[src/rtl/mda_colour_ctrl.sv]
// Colour-select controller for the MDA HDMI stage: debounced switches, frame-aligned
// colour changes, a post-change video mute, and a vsync watchdog for sourceless operation.
module mda_colour_ctrl #(
  parameter int DEBOUNCE_BITS = 16,
  parameter int MUTE_FRAMES   = 2,
  parameter int TIMEOUT_BITS  = 22,
  parameter bit VSYNC_POL     = 1'b1
) (
  input  logic       clk,
  input  logic       reset_n,
  input  logic       switch2,
  input  logic       switch3,
  input  logic       vsync,
  output logic [1:0] sw_stable,
  output logic [1:0] colour_sel,
  output logic       video_mute,
  output logic       sel_update
);

  typedef enum logic [1:0] {IDLE, PEND, MUTE} state_t;

  localparam logic [DEBOUNCE_BITS-1:0] D_MAX = '1;
  localparam logic [DEBOUNCE_BITS-1:0] D_ONE = 1;
  localparam logic [TIMEOUT_BITS-1:0]  W_ONE = 1;
  localparam logic [3:0]               MF    = 4'(MUTE_FRAMES);

  state_t                   state;
  logic [1:0]               s1, s2, cand;
  logic [DEBOUNCE_BITS-1:0] dcnt;
  logic                     vs_q;
  logic [TIMEOUT_BITS-1:0]  wcnt;
  logic [3:0]               mcnt;
  logic                     frame_start, wd_fire, tick;

  assign frame_start = (vsync == VSYNC_POL) && (vs_q != VSYNC_POL);
  assign wd_fire     = &wcnt;
  assign tick        = frame_start | wd_fire;

  // Two-flop synchroniser feeding a restart-on-change debounce counter.
  always_ff @(posedge clk or negedge reset_n) begin
    if (!reset_n) begin
      s1        <= 2'b00;
      s2        <= 2'b00;
      cand      <= 2'b00;
      dcnt      <= '0;
      sw_stable <= 2'b00;
      vs_q      <= 1'b0;
    end else begin
      s1   <= {switch2, switch3};
      s2   <= s1;
      vs_q <= vsync;
      if (s2 != cand) begin
        cand <= s2;
        dcnt <= '0;
      end else if (dcnt != D_MAX) begin
        dcnt <= dcnt + D_ONE;
      end
      if (dcnt == D_MAX) sw_stable <= cand;
    end
  end

  always_ff @(posedge clk or negedge reset_n) begin
    if (!reset_n) begin
      state      <= IDLE;
      colour_sel <= 2'b00;
      video_mute <= 1'b0;
      sel_update <= 1'b0;
      wcnt       <= '0;
      mcnt       <= 4'd0;
    end else begin
      sel_update <= 1'b0;
      case (state)
        IDLE: begin
          wcnt <= '0;
          if (sw_stable != colour_sel) state <= PEND;
        end
        PEND: begin
          if (tick) begin
            wcnt <= '0;
            if (sw_stable == colour_sel) begin
              state <= IDLE;
            end else begin
              colour_sel <= sw_stable;
              sel_update <= 1'b1;
              mcnt       <= MF;
              if (MF == 4'd0) begin
                state <= IDLE;
              end else begin
                video_mute <= 1'b1;
                state      <= MUTE;
              end
            end
          end else begin
            wcnt <= wcnt + W_ONE;
          end
        end
        MUTE: begin
          // Watchdog wins so a dead source can never leave the output blanked.
          if (wd_fire) begin
            wcnt       <= '0;
            video_mute <= 1'b0;
            state      <= IDLE;
          end else if (frame_start) begin
            wcnt <= '0;
            if (mcnt <= 4'd1) begin
              mcnt       <= 4'd0;
              video_mute <= 1'b0;
              state      <= IDLE;
            end else begin
              mcnt <= mcnt - 4'd1;
            end
          end else begin
            wcnt <= wcnt + W_ONE;
          end
        end
        default: state <= IDLE;
      endcase
    end
  end

endmodule

[config.mk]
export PLATFORM = sky130hd
export DESIGN_NAME = mda_colour_ctrl
export DESIGN_NICKNAME = d
export VERILOG_FILES = /design/src/rtl/mda_colour_ctrl.sv
export SDC_FILE = /design/constraint.sdc
export NUM_CORES = 1
export LEC_CHECK = 0
export ABC_AREA = 1
export ABC_CLOCK_PERIOD_IN_PS = 4500
export CORE_ASPECT_RATIO = 0.6
export CORE_MARGIN = 3
export CORE_UTILIZATION = 39
export DETAILED_ROUTE_END_ITERATION = 16
export SLEW_MARGIN = 15
export SYNTH_ARGS = -nofsm -noshare
export SYNTH_HDL_FRONTEND = slang
export SYNTH_SLANG_ARGS = --single-unit
[constraint.sdc]
create_clock -name clk -period 4.5 [get_ports clk]
set_input_delay 0.9 -clock clk [delete_from_list [all_inputs] [get_ports clk]]
set_output_delay 0.9 -clock clk [all_outputs]
set_load 0.02 [all_outputs]
==> results of run 1 <==
Yosys cell counts, drive strengths merged:
master,number,area share (%)
xor2,18,5.0
nand3,29,5.1
clkbuf,5,0.60
o31ai,2,0.48
a31o,1,0.28
mux2i,2,0.64
o21ai,25,4.0
nor4,1,0.20
nor2,41,5.4
xnor2,6,1.7
or2,3,0.60
clkinv,1,0.12
ha,8,3.2
and3,1,0.20
inv,40,4.8
a31oi,2,0.40
nor3,14,2.7
nand2,102,13
a211oi,1,0.24
a21oi,7,1.1
o22ai,6,1.2
buf,2,0.52
nand4,15,3.7
dfrtp,57,45
cell families (layout without fill, tap and decap cells):
family	count (synthesis)	after routing	synth area share, %
compound gates	44	44	7.66
xor+xnor	24	24	6.67
fa+ha+maj	8	8	3.18
buf+inv	48	68	6.00
flops	57	57	45.3
mux	2	2	0.635
simple gates	206	206	30.6
where the power goes:
part / internal (mW) / switching (mW) / total [mW]
registers: 0.519 / 0.00363 / 0.522
clock network: 0.399 / 0.226 / 0.625
logic: 0.00708 / 0.0190 / 0.0261
total: 0.924 / 0.249 / 1.17
final cells by class:
type                       instances  share of cell area (%)
multi-input combinational        284                    42.4
sequential                        57                    39.4
clock buffer                      13                    7.18
inverter                          41                    4.25
tap                              104                    3.59
timing repair buffer              11                    2.83
clock inverter                     3                   0.414
worst paths after layout:
| check | start | to | slack [ps] | depth (start not counted) |
|---|---|---|---|---|
| hold reg to reg | s1[0]$_DFF_PN0_ | s2[0]$_DFF_PN0_ | 340 | 0 |
| hold / removal | s1[0]$_DFF_PN0_ | s2[0]$_DFF_PN0_ | 340 | 0 |
| setup / recovery | sw_stable[1]$_DFFE_PN0N_ | sw_stable[1] | 2230 | 1 |
| max in group asynchronous | reset_n | dcnt[10]$_DFFE_PN0P_ | 3300 | 2 |
| min in group asynchronous | reset_n | wcnt[11]$_DFFE_PN0P_ | 700 | 2 |
| setup reg to reg | state[0]$_DFFE_PN0P_ | wcnt[6]$_DFFE_PN0P_ | 2310 | 5 |
state kept, by name, indices dropped and copies added (netlist names):
signal and flops:
state 2, vs_q 1, sw_stable 2, s1 2
colour_sel 2, cand 2, s2 2, wcnt 22
dcnt 16, mcnt 4, video_mute 1, sel_update 1
metrics by stage:
step / cells / hold slack, ps
after CTS: 513 / 347
final: 513 / 344
after floorplan: 389 / 331
after global placement: 497 / 332
after detailed placement: 497 / 335
after global routing: 513 / 349
per-layer routing:
layer	GRT usage (%)	vias to the layer above	part of all wire, %
met3	6.23	11	5.9
met4	6.34	0	1.5
met2	23.1	51	40
met5	0	-	0
met1	24.1	1224	53
li1	-	1310	-
==> results by group, run 1 <==
Timing
  – Slew Limit Fails: 0
  – Clock Skew: 5.67 ps
  – Slew of the pin with the lowest slew margin: 728 ps
  – Fin worst setup slack: 2230 ps
  – Fin crit period: 2270 ps
  – Post-route setup TNS: 0 ps
  – Fmax: 441 MHz
  – Unrepaired setup endpoints after global routing: no
  – Rel. slew slack: 51.5%
  – Fin. Hold Viols: 0
  – Final Setup Violations: 0
  – Final Cycle Share: 50.3%

Die
  – Initial Utilization: 41.8%
  – Die Y: 75.6 µm
  – Site Rows: 24
  – Core Area: 7540 µm²
  – IO Pins: 11
  – Die ar.: 9230 µm²
  – Chip width: 122 µm

Placed design
  – DPL Wire Length: 4810 µm
  – Port bufs: 10
  – DP Area: 3350 µm²
  – Placer congestion estimate: 0.828
  – Worst slack at placement: 2090 ps

Synth
  – Seq/Total Area, Yosys: 45.3%
  – Post-synth cell types: 35
  – Post-Syn Area: 3150 µm²
  – Yosys reg bits: 57
  – Post-Synthesis Cells: 389
  – Ys Warns: 0
  – Syn Nets: 402
  – Syn avg cell area: 8.10 µm²

Routing
  – Vias per cell: 5.06
  – DR DRC count: 0
  – Vias: 2596
  – Drt wl/cell: 13.4 µm
  – Final wirelength: 6860 µm
  – Drt pass-1 iters: 4
  – Post-DRT Antenna Nets: 0
  – Drt initial violations: 213

Global route
  – Antenna violations before repair: 0
  – Tot GR Track Use: 16.8%
  – First-pass GRT wire length: 11800 µm
  – Number of global-route vias before repair: 2402
  – Largest net degree at the start of global routing: 58
  – GRT overflow: 0

Pwr
  – Pwr dens: 324 nW/µm²
  – Leak: 1.54 nW
  – Total Power: 1.17 mW
  – VDD IR max: 0.167 mV

Run
  – Max Cap Viol: 0

Finish
  – Most frequent cells in the layout: nand2_1, dfrtp_1, inv_1
  – Nets: 417
  – Area taken by flip-flops and latches: 1430 µm²
  – Finished Core Util: 48.1%
  – Footprint of the multi-input gates: 1540 µm²
  – Synthesis-to-layout area growth: 15.0%
  – Antenna cells: 0
  – Design Area, Final: 3620 µm²
  – Fill cells: 722
  – Layout cells sized above 1: 9.05%
  – Commonest non-fill, non-tap cell in the layout: nand2_1

Critical path
  – Critical path class: reg -> out
  – CP Launch Type: flop
  – Slowest CP cell: clkdlybuf4s50_1
  – CP Buf/Inv Count: 1
  – Cell breakdown of the critical path: clkdlybuf4s50_1
  – Worst path max stage delay: 630 ps
  – Cell family with most CP delay: buffers and inverters
  – Peak fanout along the critical path: 4
  – Crit path arrival time: 1370 ps
  – Worst setup EP type: output port
  – Required time worst endpoint: 3600 ps

CTS
  – CTS root buf: clkbuf_16
  – CTS tree: yes
  – Clk buf depth: 2
  – CTS buffer count: 9
  – Clk_lat worst skew: 330 ps
  – Resize count post-CTS: 0
  – CTS clk-pin slew, worst paths: 50 ps
  – Sink Count: 57
  – # hold bufs at CTS: 0
  – Setup Buffers After CTS: 0
  – H-Tree Depth: 3

Min path
  – Min-delay worst type: reg -> reg

Status
  – Status: completed
(Power assumes the default switching activity.)
==> run 2: changes to the inputs <==
--- a/config.mk
+++ b/config.mk
@@ -6,7 +6,7 @@
 export NUM_CORES = 1
 export LEC_CHECK = 0
 export ABC_AREA = 1
-export ABC_CLOCK_PERIOD_IN_PS = 4500
+export ABC_CLOCK_PERIOD_IN_PS = 1890
 export CORE_ASPECT_RATIO = 0.6
 export CORE_MARGIN = 3
 export CORE_UTILIZATION = 39
==> constraint.sdc (replaced) <==
create_clock -name clk -period 1.89 [get_ports clk]
set_input_delay 0.378 -clock clk [delete_from_list [all_inputs] [get_ports clk]]
set_output_delay 0.378 -clock clk [all_outputs]
set_load 0.02 [all_outputs]
==> run 2 against run 1 <==
- worst setup slack worse by 2100 ps
- non-clock buffer count rose by 13
- first-iteration DRC count rose by 33%
- clock power increased to 2.5 times the previous value
- wire length increased by 1.5%
- critical path type unchanged
- critical endpoint unchanged
- largest power group unchanged
==> results by group, run 2 (same netlist as run 1, synthesis figures left out) <==
Status
  – Status: completed

Critical path
  – Worst setup path startpoint: sw_stable[1]$_DFFE_PN0N_
  – R2r startpoint: wcnt[0]$_DFFE_PN0P_
  – Worst path max stage delay: 630 ps
  – Required time worst endpoint: 1510 ps
  – Crit path arrival time: 1360 ps
  – Critical path class: reg -> out
  – CP Buf/Inv Count: 1
  – Cell family with most CP delay: buffers and inverters
  – Peak fanout along the critical path: 4
  – CP Launch Type: flop
  – Cell breakdown of the critical path: clkdlybuf4s50_1
  – Slowest CP cell: clkdlybuf4s50_1
  – Worst setup EP type: output port
  – Register-to-register setup slack: 170 ps

Routing
  – Vias: 2644
  – Final wirelength: 6970 µm
  – DR DRC count: 0
  – Vias per cell: 5.03
  – Drt pass-1 iters: 5
  – Drt initial violations: 284
  – Post-DRT Antenna Nets: 0
  – Drt wl/cell: 13.2 µm

CTS
  – Clk buf depth: 2
  – CTS tree: yes
  – Sink Count: 57
  – Clk_lat worst skew: 330 ps
  – CTS root buf: clkbuf_16
  – H-Tree Depth: 3
  – CTS buffer count: 9
  – CTS clk-pin slew, worst paths: 50 ps

Global route
  – First-pass GRT wire length: 12000 µm
  – GRT overflow: 0
  – Largest net degree at the start of global routing: 28
  – Tot GR Track Use: 17.1%
  – Antenna violations before repair: 0
  – Number of global-route vias before repair: 2495

Pwr
  – Switching power: 0.604 mW
  – VDD IR max: 0.516 mV
  – Flop pwr share: 42.7%
  – Clock share of power: 54.7%
  – Switch share: 20.7%
  – Pwr dens: 771 nW/µm²
  – Combinational power share: 2.6%
  – Total Power: 2.91 mW
  – Internal power: 2.31 mW
  – Leak: 1.61 nW

Finish
  – Max FFs per register: 22
  – Most frequent cells in the layout: nand2_1, dfrtp_1, inv_1
  – Finished Core Util: 50.1%
  – Antenna cells: 0
  – Biggest regs: wcnt x22, dcnt x16, mcnt x4
  – Most flops, register: wcnt
  – Synthesis-to-layout area growth: 19.8%
  – Layout cells sized above 1: 12.6%
  – Fill cells: 703
  – Nets: 430
  – Commonest non-fill, non-tap cell in the layout: nand2_1

Placed design
  – DPL Wire Length: 5150 µm
  – Port bufs: 10
  – Placer congestion estimate: 0.884

Timing
  – Final Cycle Share: 92.0%
  – Clock Skew: 6.12 ps
  – Slew of the pin with the lowest slew margin: 450 ps
  – Fin. Hold Viols: 0
  – Fin crit period: 1740 ps
  – Post-route setup TNS: 0 ps
  – Rel. slew slack: 69.8%
  – Final Setup Violations: 0
  – Fmax: 575 MHz
  – Slew Limit Fails: 0
  – Unrepaired setup endpoints after global routing: no

Min path
  – Min-delay worst type: reg -> reg
  – Worst hold path startpoint: s1[0]$_DFF_PN0_

Run
  – Max Cap Viol: 0

Die
  – Initial Utilization: 41.8%
  – IO Pins: 11
  – Site Rows: 24
  – Chip width: 122 µm
  – Core Area: 7540 µm²
  – Die Y: 75.6 µm
  – Die ar.: 9230 µm²
## run 2: changes by cell type in the layout (fill, tap and decap cells not counted), sizes merged
cell         delta
dlygate4sd3     +1
clkbuf          -3
buf            +12
clkinv          +1
bufinv          +1
clkinvlp        +1
## run 2: routing by layer
layer,share of wire (%),up-vias,track usage (%),routed length (µm)
met3,7.4,11,6.23,518
li1,-,1335,-,-
met5,0,-,0,0
met4,1.2,0,5.96,83
met2,39,84,22.6,2690
met1,53,1214,25.4,3680
## run 2: final timing paths
kind | cells past startpoint | endpoint
worst min register to register | 0 | s2[0]$_DFF_PN0_
worst max-delay path | 1 | sw_stable[1]
max in group asynchronous | 4 | dcnt[0]$_DFFE_PN0P_
worst max register to register | 8 | wcnt[4]$_DFFE_PN0P_
min in group asynchronous | 2 | wcnt[12]$_DFFE_PN0P_
worst min-delay path | 0 | s2[0]$_DFF_PN0_
## run 2: metrics by stage
stage | hold slack, ps | std cells | cell area, µm² | setup WS, ps
after floorplan | 82.4 | 389 | 3150 | 320
after global placement | 339 | 508 | 3460 | 144
after detailed placement | 341 | 508 | 3460 | 102
after CTS | 352 | 525 | 3760 | 106
after global routing | 364 | 526 | 3770 | 9.77
final | 350 | 526 | 3770 | 150
## run 2: power groups by stage
stage	Clock [mW]	Sequential, mW	Combinational, mW
finish	1.59	1.24	0.0761
global route	1.70	1.24	0.0879
CTS	1.63	1.24	0.0792
detailed placement	0	1.26	0.0777
global placement	0	1.26	0.0765
floorplan	0	1.26	0.0253
## run 2: cell type report
| type | count | area [µm²] | share of cell area [%] |
|---|---|---|---|
| Clock inverter | 6 | 57.6 | 1.52 |
| Multi-Input combinational cell | 284 | 1540 | 40.8 |
| Clock buffer | 10 | 239 | 6.33 |
| Tap cell | 104 | 130 | 3.45 |
| Sequential cell | 57 | 1430 | 37.8 |
| Timing Repair Buffer | 24 | 228 | 6.03 |
| Inverter | 41 | 154 | 4.08 |
## run 2: what timing repair did
| action | CTS | global route |
|---|---|---|
| hold buffers | 1 | 0 |
| setup buffers | 0 | 1 |
| hold endpoints to repair | 17 | 0 |
| resized for setup | 0 | 2 |
| endpoints found under the setup margin | 0 | 19 |
